### src/rtl/fir_frame_packer_if.sv
// fir_frame_packer_if
//   Bundles the serial sample intake and the parallel frame output of the
//   frame packer.
//   master : packer side (drives in_tready, m_tvalid, m_tdata)
//   slave  : environment side (drives in_tvalid/in_tdata/in_tlast, m_tready)
//   in_*   : serial channel-interleaved samples, in_tlast on channel CHANNELS-1
//   m_*    : one assembled frame per beat, channel k at [k*DATA_WIDTH +: DATA_WIDTH]
interface fir_frame_packer_if #(
  parameter int CHANNELS   = 16,
  parameter int DATA_WIDTH = 16
);
  logic                           in_tvalid;
  logic                           in_tready;
  logic [DATA_WIDTH-1:0]          in_tdata;
  logic                           in_tlast;
  logic                           m_tvalid;
  logic                           m_tready;
  logic [CHANNELS*DATA_WIDTH-1:0] m_tdata;

  modport master (
    input  in_tvalid, in_tdata, in_tlast, m_tready,
    output in_tready, m_tvalid, m_tdata
  );

  modport slave (
    output in_tvalid, in_tdata, in_tlast, m_tready,
    input  in_tready, m_tvalid, m_tdata
  );
endinterface

### src/rtl/fir_frame_packer.sv
// fir_frame_packer
//   Packs a serial, channel-interleaved sample stream into parallel frames for
//   the multichannel FIR decimator. Double-buffered: an assembly register keeps
//   taking samples while a finished frame waits in the output register.
//   clk       : rising-edge clock
//   rst       : asynchronous active-high reset
//   bus       : fir_frame_packer_if.master (serial intake + frame output)
//   err_pulse : one-cycle pulse on a framing error (early or missing tlast)
//   err_count : saturating framing-error count
module fir_frame_packer #(
  parameter int CHANNELS   = 16,
  parameter int DATA_WIDTH = 16
) (
  input  logic                 clk,
  input  logic                 rst,
  fir_frame_packer_if.master   bus,
  output logic                 err_pulse,
  output logic [15:0]          err_count
);

  localparam int CW = (CHANNELS > 1) ? $clog2(CHANNELS) : 1;
  localparam logic [CW-1:0] LAST_IDX = CW'(CHANNELS - 1);

  typedef logic [CHANNELS-1:0][DATA_WIDTH-1:0] frame_t;

  frame_t        r_asm;
  frame_t        r_out;
  frame_t        w_frame;
  logic [CW-1:0] r_ch_idx;
  logic          r_asm_full;
  logic          r_m_tvalid;
  logic          r_err_pulse;
  logic [15:0]   r_err_count;

  logic w_in_fire, w_out_free, w_last_slot, w_complete, w_early, w_missing;

  // in_tready depends on registered state only
  assign bus.in_tready = !r_asm_full;
  assign bus.m_tvalid  = r_m_tvalid;
  assign bus.m_tdata   = r_out;
  assign err_pulse     = r_err_pulse;
  assign err_count     = r_err_count;

  assign w_in_fire   = bus.in_tvalid && !r_asm_full;
  assign w_out_free  = !r_m_tvalid || bus.m_tready;
  assign w_last_slot = (r_ch_idx == LAST_IDX);
  assign w_complete  = w_in_fire && w_last_slot;
  assign w_early     = w_in_fire && bus.in_tlast && !w_last_slot;
  assign w_missing   = w_in_fire && !bus.in_tlast && w_last_slot;

  // Assembly contents including the beat being accepted this cycle, so a
  // completing frame can go straight to the output register.
  for (genvar k = 0; k < CHANNELS; k++) begin : g_slot
    assign w_frame[k] = (w_in_fire && (r_ch_idx == CW'(k))) ? bus.in_tdata : r_asm[k];
  end

  always_ff @(posedge clk or posedge rst) begin
    if (rst) begin
      r_asm       <= '0;
      r_out       <= '0;
      r_ch_idx    <= '0;
      r_asm_full  <= 1'b0;
      r_m_tvalid  <= 1'b0;
      r_err_pulse <= 1'b0;
      r_err_count <= '0;
    end else begin
      // Intake: early tlast discards the partial frame by restarting at slot 0;
      // stale slots get overwritten by the next frame.
      if (w_in_fire) begin
        r_asm    <= w_frame;
        r_ch_idx <= (w_last_slot || bus.in_tlast) ? '0 : r_ch_idx + CW'(1);
      end

      // Output register. A pending frame has priority; while it is pending no
      // beat is accepted, so the two load sources never collide.
      if (r_asm_full && w_out_free) begin
        r_out      <= r_asm;
        r_m_tvalid <= 1'b1;
        r_asm_full <= 1'b0;
      end else if (w_complete && w_out_free) begin
        r_out      <= w_frame;
        r_m_tvalid <= 1'b1;
      end else begin
        if (w_complete)
          r_asm_full <= 1'b1;
        if (r_m_tvalid && bus.m_tready)
          r_m_tvalid <= 1'b0;
      end

      r_err_pulse <= w_early || w_missing;
      if ((w_early || w_missing) && (r_err_count != 16'hFFFF))
        r_err_count <= r_err_count + 16'd1;
    end
  end

endmodule

### src/flat_wrapper.sv
// flat-port wrapper written by rule: the top's interface ports become plain ports
module fir_frame_packer_flat 
#(
  parameter int CHANNELS   = 16,
  parameter int DATA_WIDTH = 16
)
  (clk, rst, err_pulse, err_count, bus_in_tvalid, bus_in_tdata, bus_in_tlast, bus_m_tready, bus_in_tready, bus_m_tvalid, bus_m_tdata);
  fir_frame_packer_if #(.CHANNELS(CHANNELS), .DATA_WIDTH(DATA_WIDTH)) bus_i ();
  input  logic clk;
  input  logic rst;
  output logic err_pulse;
  output logic [15:0] err_count;
  input wire logic [$bits(bus_i.in_tvalid)-1:0] bus_in_tvalid;
  input wire logic [$bits(bus_i.in_tdata)-1:0] bus_in_tdata;
  input wire logic [$bits(bus_i.in_tlast)-1:0] bus_in_tlast;
  input wire logic [$bits(bus_i.m_tready)-1:0] bus_m_tready;
  output wire logic [$bits(bus_i.in_tready)-1:0] bus_in_tready;
  output wire logic [$bits(bus_i.m_tvalid)-1:0] bus_m_tvalid;
  output wire logic [$bits(bus_i.m_tdata)-1:0] bus_m_tdata;
  assign bus_i.in_tvalid = bus_in_tvalid;
  assign bus_i.in_tdata = bus_in_tdata;
  assign bus_i.in_tlast = bus_in_tlast;
  assign bus_i.m_tready = bus_m_tready;
  assign bus_in_tready = bus_i.in_tready;
  assign bus_m_tvalid = bus_i.m_tvalid;
  assign bus_m_tdata = bus_i.m_tdata;
  fir_frame_packer #(.CHANNELS(CHANNELS), .DATA_WIDTH(DATA_WIDTH)) u_core (.clk(clk), .rst(rst), .bus(bus_i), .err_pulse(err_pulse), .err_count(err_count));
endmodule
### config.mk
export PLATFORM = sky130hd
export DESIGN_NAME = fir_frame_packer_flat
export DESIGN_NICKNAME = d
export VERILOG_FILES = /design/src/rtl/fir_frame_packer_if.sv /design/src/rtl/fir_frame_packer.sv /design/src/flat_wrapper.sv
export SDC_FILE = /design/constraint.sdc
export NUM_CORES = 1
export LEC_CHECK = 0
export BUFFER_PORTS_ARGS = -buffer_cell sky130_fd_sc_hd__buf_2
export CAP_MARGIN = 15
export CORE_ASPECT_RATIO = 0.8
export CORE_MARGIN = 1
export CORE_UTILIZATION = 50
export CTS_CLUSTER_DIAMETER = 30
export CTS_CLUSTER_SIZE = 16
export DETAILED_ROUTE_END_ITERATION = 8
export PLACE_DENSITY_LB_ADDON = 0.05
export SLEW_MARGIN = 25
export SYNTH_ARGS = -nofsm -noshare
export SYNTH_HDL_FRONTEND = slang
export SYNTH_SLANG_ARGS = --single-unit
### constraint.sdc
create_clock -name clk -period 20.6 [get_ports clk]
set_input_delay 2.06 -clock clk [delete_from_list [all_inputs] [get_ports clk]]
set_output_delay 2.06 -clock clk [all_outputs]
set_load 0.01 [all_outputs]
# Yosys cells after proc, flatten, opt, wreduce, memory -nomap -nowiden
# Index checks and enable logic that the tools add are counted.
# word_totals
reg_bits	535
inputBits	21
output_inout_bits	275
wordCells	118
# classes
add_sub_neg	2
eq_ne	17
mux	25
reduce_logical	37
# ops
op	count
256-bit two-way mux	2
16-bit two-way mux	16
4-bit equality test (second input constant)	8
1-bit logical AND	25
16-bit by 1-bit adder with 16-bit output (second input constant)	1
4-bit by 3-bit equality test with 1-bit output (second input constant)	4
16-bit != test (second input constant)	1
4-bit by 2-bit equality test with 1-bit output (second input constant)	2
1-bit two-way mux	6
4-bit by 1-bit adder with 4-bit output (second input constant)	1
4-bit by 1-bit equality test with 1-bit output (second input constant)	1
1-bit zero test	4
4-bit zero test	1
4-bit two-way mux	1
2-bit nonzero test	2
1-bit logical OR	3
3-bit nonzero test	1
2-bit by 1-bit != test with 1-bit output (second input constant)	1
2-bit AND reduction	1

# Longest topological paths before layout
# Gate-level depths: netlist of run 1.
# depth
ltp_word	6
depth_mapped	10
mapped_depth_nobuf	7

# Worst setup path after synthesis of run 1
# Ideal clock, no wire load.
# synth_timing
path_type	input port to flip-flop
start	in bus_in_tvalid
end	reg u_core.r_out (netlist bit u_core.bus.m_tdata[224])
setup_ns	0.120
t_arrival_ns	3.278
required_ns	20.480
path_slack_ns	17.202
cell_stages	6
path_buffers	1
path_cell_list	nand3b_1 nor2_2 buf_2 mux2_2 o22ai_1 nor2_1
# synth_between
elab_chain_cells	5
word_cells_on_any_way	8
cone_classes	3 x mux; 5 x reduce/logical
# synth_rtl
item	line_no	source
from (decl)	flat_wrapper.sv:13	input wire logic [$bits(bus_i.in_tvalid)-1:0] bus_in_tvalid;
1-bit logical AND *	fir_frame_packer.sv:44	assign w_in_fire = bus.in_tvalid && !r_asm_full;
1-bit logical AND	fir_frame_packer.sv:54	assign w_frame[k] = (w_in_fire && (r_ch_idx == CW'(k))) ? bus.in_tdata : r_asm[k];
16-bit two-way mux	fir_frame_packer.sv:54	
256-bit two-way mux	fir_frame_packer.sv:80	end else if (w_complete && w_out_free) begin
256-bit two-way mux	fir_frame_packer.sv:76	if (r_asm_full && w_out_free) begin
to (signal assigned)	fir_frame_packer.sv:77	r_out <= r_asm;
to (signal assigned)	fir_frame_packer.sv:81	r_out <= w_frame;
to (decl)	fir_frame_packer.sv:27	frame_t r_out;
# Every way passes the cells marked *; elsewhere a longest branch is shown, timed or not. The select of a mux whose other input is x is not followed.
# A chain may end at the register's enable or synchronous reset.

# Worst setup path in the final report of run 1
# layout_timing
start	in bus_in_tvalid
end	reg u_core.r_out (netlist bit u_core.bus.m_tdata[246])
# layout_between
elab_chain_cells	5
word_cells_on_any_way	7
cone_classes	3 x mux; 4 x reduce/logical
# layout_rtl
item	line_no
1-bit logical AND *	fir_frame_packer.sv:44
1-bit logical AND *	fir_frame_packer.sv:47, fir_frame_packer.sv:54
16-bit two-way mux	fir_frame_packer.sv:54
256-bit two-way mux	fir_frame_packer.sv:80
256-bit two-way mux	fir_frame_packer.sv:76
# Marks and branches as above.

==> reports/metrics.csv, run 1 <==
metric;value;unit
io_buffers;295;
rsz0062_at_grt;no;
syn_nets;1774;
crit_required;21.14;ns
hold_viol;0;
cts_tree;built;
fin_skew;0.0160;ns
synth_area_per_cell;12.2;sq um
antenna_found_initial;0;
final-max-slew-violation-count;0;
clk_latency;0.62;ns
synth-seq-cells;535;
max_slew_margin;0.327;
synth_edf_count;0;
p_per_area;121;nW/um^2
cts_sinks;535;
min_path_type;reg2reg;
design_area;26800;sq um
num_io_pins;296;
routed_wl;60.1;mm
cp_slowest_cell;buf_4;
synth-async-reset-ratio;1.00;
coreArea;41900;sq um
placed_area;23100;sq um
die_x;233;um
period_share;0.241;
layout_common_cells;535 x dfrtp_1, 305 x nor2_1, 295 x buf_2, 255 x mux2_2, 183 x o22ai_1;
final_common_cell;dfrtp_1;
critPathMaxStageDelay;0.82;ns
drt_iter0_markers;969;
critical_path_arrival;5.50;ns
first_pass_iters;5;
row_count;67;
ant_nets;0;
maxCapViolations;0;
min_from;u_core.bus.m_tdata[56]$_DFFE_PP0P_;
h-tree-depth;3;
gp_congestion;0.817;
clk_pin_slew;0.05;ns
fin_setup_tns;0;ns
critical_path.top_delay_family;buffers and inverters;
postSynthCellCount;1747;
min_period;4.96;ns
wire_per_inst;22.5;um
startpoint_type;input port;
cts_buffers;95;
power_leakage;13.9;nW
grt_pass1_wl;92.2;mm
antenna_cells;0;
synthesis.area;21300;sq um
critical_path.most_common_cell;buf_4;
place_hpwl;34.4;mm
die-area;43400;sq um
critPathBufInv;4;
yosysUniqueCellTypes;46;
ys.flop_type;dfrtp_1;
setup_viol;0;
outcome;complete, no violations;
grt_max_degree;131;
gr-total-overflow;0;
clk_path_buf_depth;3;
synthToLayoutAreaGrowth;25.8;%
cts-root-buf;clkbuf_16;
ir_drop;72.7;uV
reg2reg_from;u_core.r_ch_idx[0]$_DFFE_PP0P_;
endpoint_kind;register;
start_util;0.508;
cts_hold_buf;0;
cp_max_fo;90;
yosys_warnings;0;
cp-startpoint;bus_in_tvalid;
drive_gt1_frac;0.361;
fp.dieH;187;um
cts_setup_buffers;0;
ctsResizeCount;0;
num_vias;15100;
total_power;3.25;mW
nNetsFinal;2065;
worst_pin_slew;1.01;ns
critPathKind;in2reg;
synth-seq-area-share;0.629;
fmax;202;MHz
critical_path.cell_chain;buf_2, nor2b_1, and2_1, buf_4, nand2_4, buf_6, buf_4, o22ai_1, a21oi_1;
avgViaCountPerCell;5.64;
first_global_vias;15200;
drc;0;
grt_usage;0.280;
worst register-to-register path: stages, from the launching register on:
cell	delay [ns]
dfrtp_1	0.45
ha_1	0.30
and3_1	0.23
and2_1	0.17
buf_4	0.24
nand2_4	0.51
buf_6	0.73
buf_4	0.88
o22ai_1	0.24
a21oi_1	0.18
stage by stage:
step | hold WS, ns | util | setup WS (ns) | instances
after floorplan | 0.435 | - | 3.59 | 1747
after global placement | 0.452 | 0.550 | 14.88 | 2493
after detailed placement | 0.457 | 0.550 | 14.81 | 2493
after CTS | 0.476 | 0.638 | 15.47 | 2671
after global routing | 0.497 | 0.639 | 15.31 | 2671
final | 0.471 | 0.639 | 15.64 | 2671
path summary, 6_finish.rpt:
kind / cells after the start / endpoint / slack, ns
hold reg to reg: 2 / u_core.bus.m_tdata[56]$_DFFE_PP0P_ / 0.47
hold / removal: 2 / u_core.bus.m_tdata[56]$_DFFE_PP0P_ / 0.47
max in group asynchronous: 5 / u_core.bus.m_tdata[181]$_DFFE_PP0P_ / 15.88
min in group asynchronous: 2 / u_core.bus.m_tdata[79]$_DFFE_PP0P_ / 1.61
setup reg to reg: 9 / u_core.bus.m_tdata[246]$_DFFE_PP0P_ / 16.58
setup / recovery: 9 / u_core.bus.m_tdata[246]$_DFFE_PP0P_ / 15.64
report_power, final:
part	leakage [nW]	internal, mW	switching, mW
sequential	7.15	1.17	0.0630
combinational	4.97	0.112	0.126
clock	1.78	1.22	0.549
total	13.9	2.51	0.738
Yosys cell counts, drive strengths merged, types with 11 or more instances:
master / number / area [sq um]
nor2: 315 / 1200
a21oi: 19 / 95.1
mux2: 258 / 2910
o22a: 45 / 394
dfrtp: 535 / 13400
clkbuf: 62 / 233
xor2: 11 / 96.3
nand2: 129 / 484
buf: 59 / 328
o22ai: 183 / 1140
o21a: 45 / 338
cells by family (layout without fill, tap and decap cells):
family,after synthesis,after routing,synth area share
flops,535,535,0.629
simple gates,496,496,0.0973
compound gates,309,309,0.0993
mux,259,259,0.137
buf+inv,128,500,0.0276
xor+xnor,14,14,0.00576
fa+ha+maj,6,6,0.00353
sequential cells by signal, summed over array words and instances (netlist names):
register / flops
u_core.bus.m_tdata: 256
u_core.bus.m_tvalid: 1
u_core.err_count: 16
u_core.err_pulse: 1
u_core.r_asm: 256
u_core.r_asm_full: 1
u_core.r_ch_idx: 4
area by class of cell:
cell class	count	area, sq um
clock buffers	113	2620
clock inverters	65	1050
fillers	3373	15100
inverters	7	33.8
multi-input cells	1084	7350
flip-flops and latches	535	13400
well taps	552	691
repair buffers	315	1640
routing by layer:
metal	routed length (um)	GRT usage	part of all wire	vias up
li1	-	-	-	6774
met1	26500	0.392	0.44	7786
met2	28400	0.424	0.47	408
met3	3680	0.0758	0.061	93
met4	1510	0.0918	0.025	0
met5	0	0	0	-
Note: power is estimated with default switching activity, not from simulation.
==> inputs of run 2 (changes only) <==
==> constraint.sdc (replaced) <==
create_clock -name clk -period 4.8 [get_ports clk]
set_input_delay 0.48 -clock clk [delete_from_list [all_inputs] [get_ports clk]]
set_output_delay 0.48 -clock clk [all_outputs]
set_load 0.01 [all_outputs]
==> run 2 against run 1 <==
Net effect:
- via count is 0.44% higher
- sequential power grew to 4.3 times the previous value
- sequential share of layout area is 0.22 points higher
- largest cell class unchanged
- critical endpoint is now u_core.bus.m_tdata[2]$_DFFE_PP0P_
- design area is 0.44% lower
- die area stayed put
- worst hold slack worse by 0.22 ns
- non-clock buffer count is 4 higher
- critical path type is now reg2reg
- first-iteration DRC count is 26% higher
==> reports/metrics.csv, run 2 (synthesized netlist as in run 1, its figures left out) <==
metric;value;unit
outcome;complete, no violations;
die_x;233;um
setup_viol;0;
internal_power;10.2;mW
coreArea;41900;sq um
first_global_vias;15200;
avgViaCountPerCell;5.65;
endpoint_kind;register;
switchingPower;3.18;mW
drive_gt1_frac;0.362;
cts_tree;built;
switching_share;0.238;
wl_met1;26.4;mm
routed_wl;59.1;mm
cts_buffers;96;
io_buffers;295;
startpoint_type;register;
die-area;43400;sq um
layout_common_cells;535 x dfrtp_1, 305 x nor2_1, 295 x buf_2, 255 x mux2_2, 183 x o22ai_1;
first_pass_iters;5;
cts_sinks;535;
fp.dieH;187;um
num_vias;15100;
power_frac_seq;0.397;
num_io_pins;296;
fillers;3295;
max_slew_margin;0.303;
ant_nets;0;
synthToLayoutAreaGrowth;25.3;%
total_power;13.4;mW
place_hpwl;35.2;mm
h-tree-depth;3;
multi_input_area;7340;sq um
seq_area;13400;sq um
clk_latency;0.64;ns
critical_path_arrival;3.58;ns
fmax;327;MHz
maxCapViolations;0;
wl_met2;27.4;mm
start_util;0.508;
grt_pass1_wl;91.5;mm
crit_required;5.32;ns
critPathKind;reg2reg;
grt_max_degree;169;
drc;0;
final_common_cell;dfrtp_1;
period_share;0.637;
clk_pin_slew;0.06;ns
worst_pin_slew;1.04;ns
final-max-slew-violation-count;0;
rsz0062_at_grt;no;
top_layer;met4;
power_frac_clock;0.527;
cts-root-buf;clkbuf_16;
combPwrFrac;0.076;
hold_viol;0;
r2r_slack;1.74;ns
min_period;3.06;ns
ctsResizeCount;0;
met3_length;3.63;mm
row_count;67;
grt_usage;0.278;
holdWs;0.249;ns
gr-total-overflow;0;
ir_drop;321;uV
clk_path_buf_depth;3;
wire_per_inst;22.1;um
nNetsFinal;2070;
cp_max_fo;57;
fin_skew;0.0154;ns
p_per_area;501;nW/um^2
min_path_type;in2reg;
drt_iter0_markers;1220;
gp_congestion;0.792;
antenna_found_initial;4;
power_leakage;13.8;nW
run 2: changes by cell type in the layout (fill, tap and decap cells not counted), moves of 2 or more:
| cell | before | now |
|---|---|---|
| buf_6 | 3 | 0 |
| inv_6 | 5 | 9 |
| diode_2 | 0 | 2 |
| buf_12 | 0 | 9 |
| buf_4 | 17 | 14 |
| nor2_2 | 5 | 7 |
| nor2_4 | 5 | 3 |
| clkbuf_16 | 100 | 97 |
| clkinvlp_4 | 9 | 19 |
| inv_8 | 2 | 0 |
| clkbuf_8 | 7 | 12 |
| bufinv_16 | 25 | 14 |
| clkinv_4 | 10 | 7 |
run 2: power by group through the flow:
| stage | Sequential (mW) | Combinational [mW] | Clock [mW] |
|---|---|---|---|
| 3_3_place_gp | 5.32 | 0.974 | 0 |
| 5_1_grt | 5.35 | 1.12 | 7.37 |
| 4_1_cts | 5.29 | 1.03 | 7.14 |
| 6_report | 5.30 | 1.01 | 7.04 |
| 2_1_floorplan | 5.33 | 0.721 | 0 |
| 3_5_place_dp | 5.36 | 1.02 | 0 |
run 2: critical path: stages, from the launching register on:
cell and delay (ns):
dfrtp_1 0.38, nor2b_1 0.71, and2_1 0.23, buf_4 0.35, nand2_4 0.53, buf_4 0.46
o22ai_1 0.17, nor2_1 0.07
run 2: layer usage:
metal	up-vias	track usage
li1	6799	-
met1	7766	0.398
met2	451	0.413
met3	112	0.0677
met4	0	0.103
met5	-	0
run 2: worst paths after layout:
kind,to,startpoint,depth (start not counted)
worst max-delay path,u_core.bus.m_tdata[2]$_DFFE_PP0P_,u_core.r_asm_full$_DFFE_PP0P_,7
min in group asynchronous,u_core.bus.m_tdata[59]$_DFFE_PP0P_,rst,3
worst min register to register,u_core.bus.m_tdata[48]$_DFFE_PP0P_,u_core.bus.m_tdata[48]$_DFFE_PP0P_,2
max in group asynchronous,u_core.r_asm[112]$_DFFE_PP0P_,rst,4
worst min-delay path,u_core.r_asm[255]$_DFFE_PP0P_,bus_in_tdata[15],3
worst max register to register,u_core.bus.m_tdata[2]$_DFFE_PP0P_,u_core.r_asm_full$_DFFE_PP0P_,7
run 2: what timing repair did:
action / CTS / global route
setup endpoints to repair: 0 / 0
buffers inserted: 0 / 0
endpoints found under the hold margin: 8 / 0
hold buffers: 1 / 0
run 2: area by class of cell:
| cell class | count | area share |
|---|---|---|
| clock buffers | 115 | 0.0981 |
| well taps | 552 | 0.0259 |
| diodes | 2 | 0.000188 |
| clock inverters | 64 | 0.0305 |
| flip-flops and latches | 535 | 0.502 |
| inverters | 7 | 0.00113 |
| multi-input cells | 1084 | 0.275 |
| repair buffers | 319 | 0.0665 |
run 2: metrics by stage:
step           setup WS (ns)   TNS, ns   util  std cells  cell area (sq um)
2_1_floorplan          -2.95  -1580.41      -       1747              21300
5_1_grt                 1.48         0  0.636       2676              26600
4_1_cts                 1.76         0  0.636       2676              26600
3_3_place_gp            1.59         0  0.553       2496              23200
3_5_place_dp            1.46         0  0.554       2496              23200
6_report                1.74         0  0.636       2678              26600
==> inputs of run 3 (changes only) <==
--- a/config.mk
+++ b/config.mk
@@ -5,6 +5,7 @@
 export SDC_FILE = /design/constraint.sdc
 export NUM_CORES = 1
 export LEC_CHECK = 0
+export ABC_AREA = 1
 export BUFFER_PORTS_ARGS = -buffer_cell sky130_fd_sc_hd__buf_2
 export CAP_MARGIN = 15
 export CORE_ASPECT_RATIO = 0.8
==> constraint.sdc (replaced) <==
create_clock -name clk -period 2.5 [get_ports clk]
set_input_delay 0.25 -clock clk [delete_from_list [all_inputs] [get_ports clk]]
set_output_delay 0.25 -clock clk [all_outputs]
set_load 0.01 [all_outputs]
==> run 3 against run 2 <==
Net effect:
- critical endpoint is now u_core.bus.m_tdata[244]$_DFFE_PP0P_
- via count rose by 11%
- critical path depth is the same
- non-clock buffer count up 21
- final cell count rose by 22%
- register-to-register slack got worse by 1.4 ns
- area after synthesis is 1.8% lower
==> reports/metrics.csv, run 3 <==
metric;value;unit
routed_wl;60.2;mm
nNetsFinal;2668;
grt_pass1_wl;93.9;mm
antenna_found_initial;2;
critical_path.cell_chain;ha_1, nand3_1, nor2_1, inv_1, o21ai_0, nand2_1, nand2_1;
num_vias;16800;
worst_pin_slew;0.890;ns
maxCapViolations;0;
gr-total-overflow;0;
holdWs;0.0451;ns
synth_common_cells;1285 x nand2_1, 535 x dfrtp_1, 217 x o21ai_0;
fp.dieH;185;um
cts_setup_buffers;0;
io_buffers;295;
first_global_vias;16600;
cts_tree;built;
yosysMostFrequentCell;nand2_1;
synthToLayoutAreaGrowth;25.8;%
ant_nets;0;
fin_skew;0.0181;ns
critical_path_arrival;2.75;ns
wire_per_inst;18.4;um
placed_area;22900;sq um
synth_edf_count;0;
fillers;3466;
place_hpwl;37.4;mm
synth_top_area_cell;dfrtp_1;
rsz0062_at_grt;no;
row_count;66;
start_util;0.511;
critPathKind;reg2reg;
fmax;456;MHz
cts-root-buf;clkbuf_16;
final_util;0.643;
die-area;42600;sq um
clk_path_buf_depth;3;
period_share;0.878;
multi_input_area;6700;sq um
h-tree-depth;3;
synth_top_area_share;0.641;
clk_latency;0.62;ns
setup_ws;0.306;ns
drt_iter0_markers;1488;
outcome;complete, no violations;
first_pass_iters;5;
total_power;25.0;mW
design_area;26300;sq um
hold_viol;0;
critPathBufInv;1;
synthesis.area;20900;sq um
min_path_type;in2reg;
cp_slowest_cell;o21ai_0;
ir_drop;500;uV
layout_common_cells;1284 x nand2_1, 535 x dfrtp_1, 295 x buf_2, 217 x o21ai_0, 101 x clkbuf_16;
grt_max_degree;111;
synth-seq-area-share;0.641;
cts_sinks;535;
startpoint_type;register;
yosys_warnings;0;
gp_congestion;0.845;
ys.flop_type;dfrtp_1;
dp_slack;0.312;ns
final-max-slew-violation-count;0;
synth-async-reset-ratio;1.00;
num_io_pins;296;
crit_required;3.05;ns
coreArea;40900;sq um
max_slew_margin;0.406;
seq_area;13400;sq um
avgViaCountPerCell;5.14;
min_period;2.19;ns
setup_viol;0;
grt_usage;0.287;
drive_gt1_frac;0.194;
drc;0;
synth_area_per_cell;8.92;sq um
yosysUniqueCellTypes;30;
final_common_cell;nand2_1;
clk_pin_slew;0.05;ns
critical_path.top_delay_family;simple AND/OR/NAND/NOR gates;
p_per_area;952;nW/um^2
endpoint_kind;register;
cp_max_fo;33;
netlist_top_cells_area;dfrtp_1 64%, nand2_1 23%, o21ai_0 5.2%;
power_leakage;15.2;nW
synth-seq-cells;535;
critPathMaxStageDelay;0.47;ns
postSynthCellCount;2341;
cts_buffers;99;
syn_nets;2368;
critical_path.most_common_cell;nand2_1;
die_x;230;um
-- run 3: changes by cell type after synthesis, moves of 8 or more --
cell,previous run,this run
and3_1,8,0
clkbuf_1,62,75
mux2_2,255,0
nand2_1,129,1285
o21a_1,45,0
o22a_1,45,0
nor2_1,306,28
o21ai_1,1,44
inv_1,5,35
a21oi_1,19,1
nand3_1,5,14
o21ai_0,2,217
o22ai_1,183,0
-- run 3: final cells by class --
cell class,instances,share of cell area
Clock inverter,51,0.0224
Tap cell,544,0.0259
Inverter,38,0.00595
Antenna cell,3,0.000286
Multi-Input combinational cell,1627,0.255
Timing Repair Buffer,340,0.0749
Clock buffer,129,0.106
Sequential cell,535,0.510
-- run 3: metrics by stage --
step	instances	TNS, ns
global placement	3083	0
global route	3265	0
floorplan	2341	-2687.86
detailed placement	3083	0
CTS	3264	0
finish	3267	0
-- run 3: path summary, 6_finish.rpt --
check	from	end	slack, ns	cells after the start
hold / removal	bus_m_tready	u_core.r_asm_full$_DFFE_PP0P_	0.05	4
setup / recovery	u_core.r_ch_idx[0]$_DFFE_PP0P_	u_core.bus.m_tdata[244]$_DFFE_PP0P_	0.31	7
min in group asynchronous	rst	u_core.r_asm[154]$_DFFE_PP0P_	0.32	4
max in group asynchronous	rst	u_core.bus.m_tdata[192]$_DFFE_PP0P_	1.33	5
hold reg to reg	u_core.bus.m_tdata[111]$_DFFE_PP0P_	u_core.bus.m_tdata[111]$_DFFE_PP0P_	0.47	2
setup reg to reg	u_core.r_ch_idx[0]$_DFFE_PP0P_	u_core.bus.m_tdata[244]$_DFFE_PP0P_	0.31	7
-- run 3: kinds of logic after synthesis --
kind of cell / count (synthesis) / synth area share
simple gates: 1350 / 0.250
flops: 535 / 0.641
compound gates: 263 / 0.0632
buf+inv: 179 / 0.0388
xor+xnor: 8 / 0.00336
fa+ha+maj: 6 / 0.00359
-- run 3: repair_timing --
action                                  4_1_cts  5_1_grt
hold buffers                                  1        0
endpoints found under the setup margin        0        0
hold endpoints to repair                    195        0
gates resized for setup                       0        0
-- run 3: routing by layer --
layer	up-vias	share of wire	global-route usage
li1	7930	-	-
met1	8209	0.46	0.416
met2	547	0.45	0.430
met3	100	0.061	0.0582
met4	0	0.028	0.106
met5	-	0	0
-- run 3: worst reg2reg max path: cells and delay by family (launching register included) --
family | cells | cell delay (ns)
AO/OA/AOI/OAI | 1 | 0.48
adder cells (fa/ha/maj) | 1 | 0.26
buffers and inverters | 1 | 0.44
flip-flops | 1 | 0.43
AND/OR/NAND/NOR | 4 | 0.52
-- run 3: where the power goes --
part	total [mW]	switching, mW	internal, mW
Combinational	1.85	1.33	0.515
Clock	13.3	4.57	8.69
Sequential	9.90	0.282	9.62
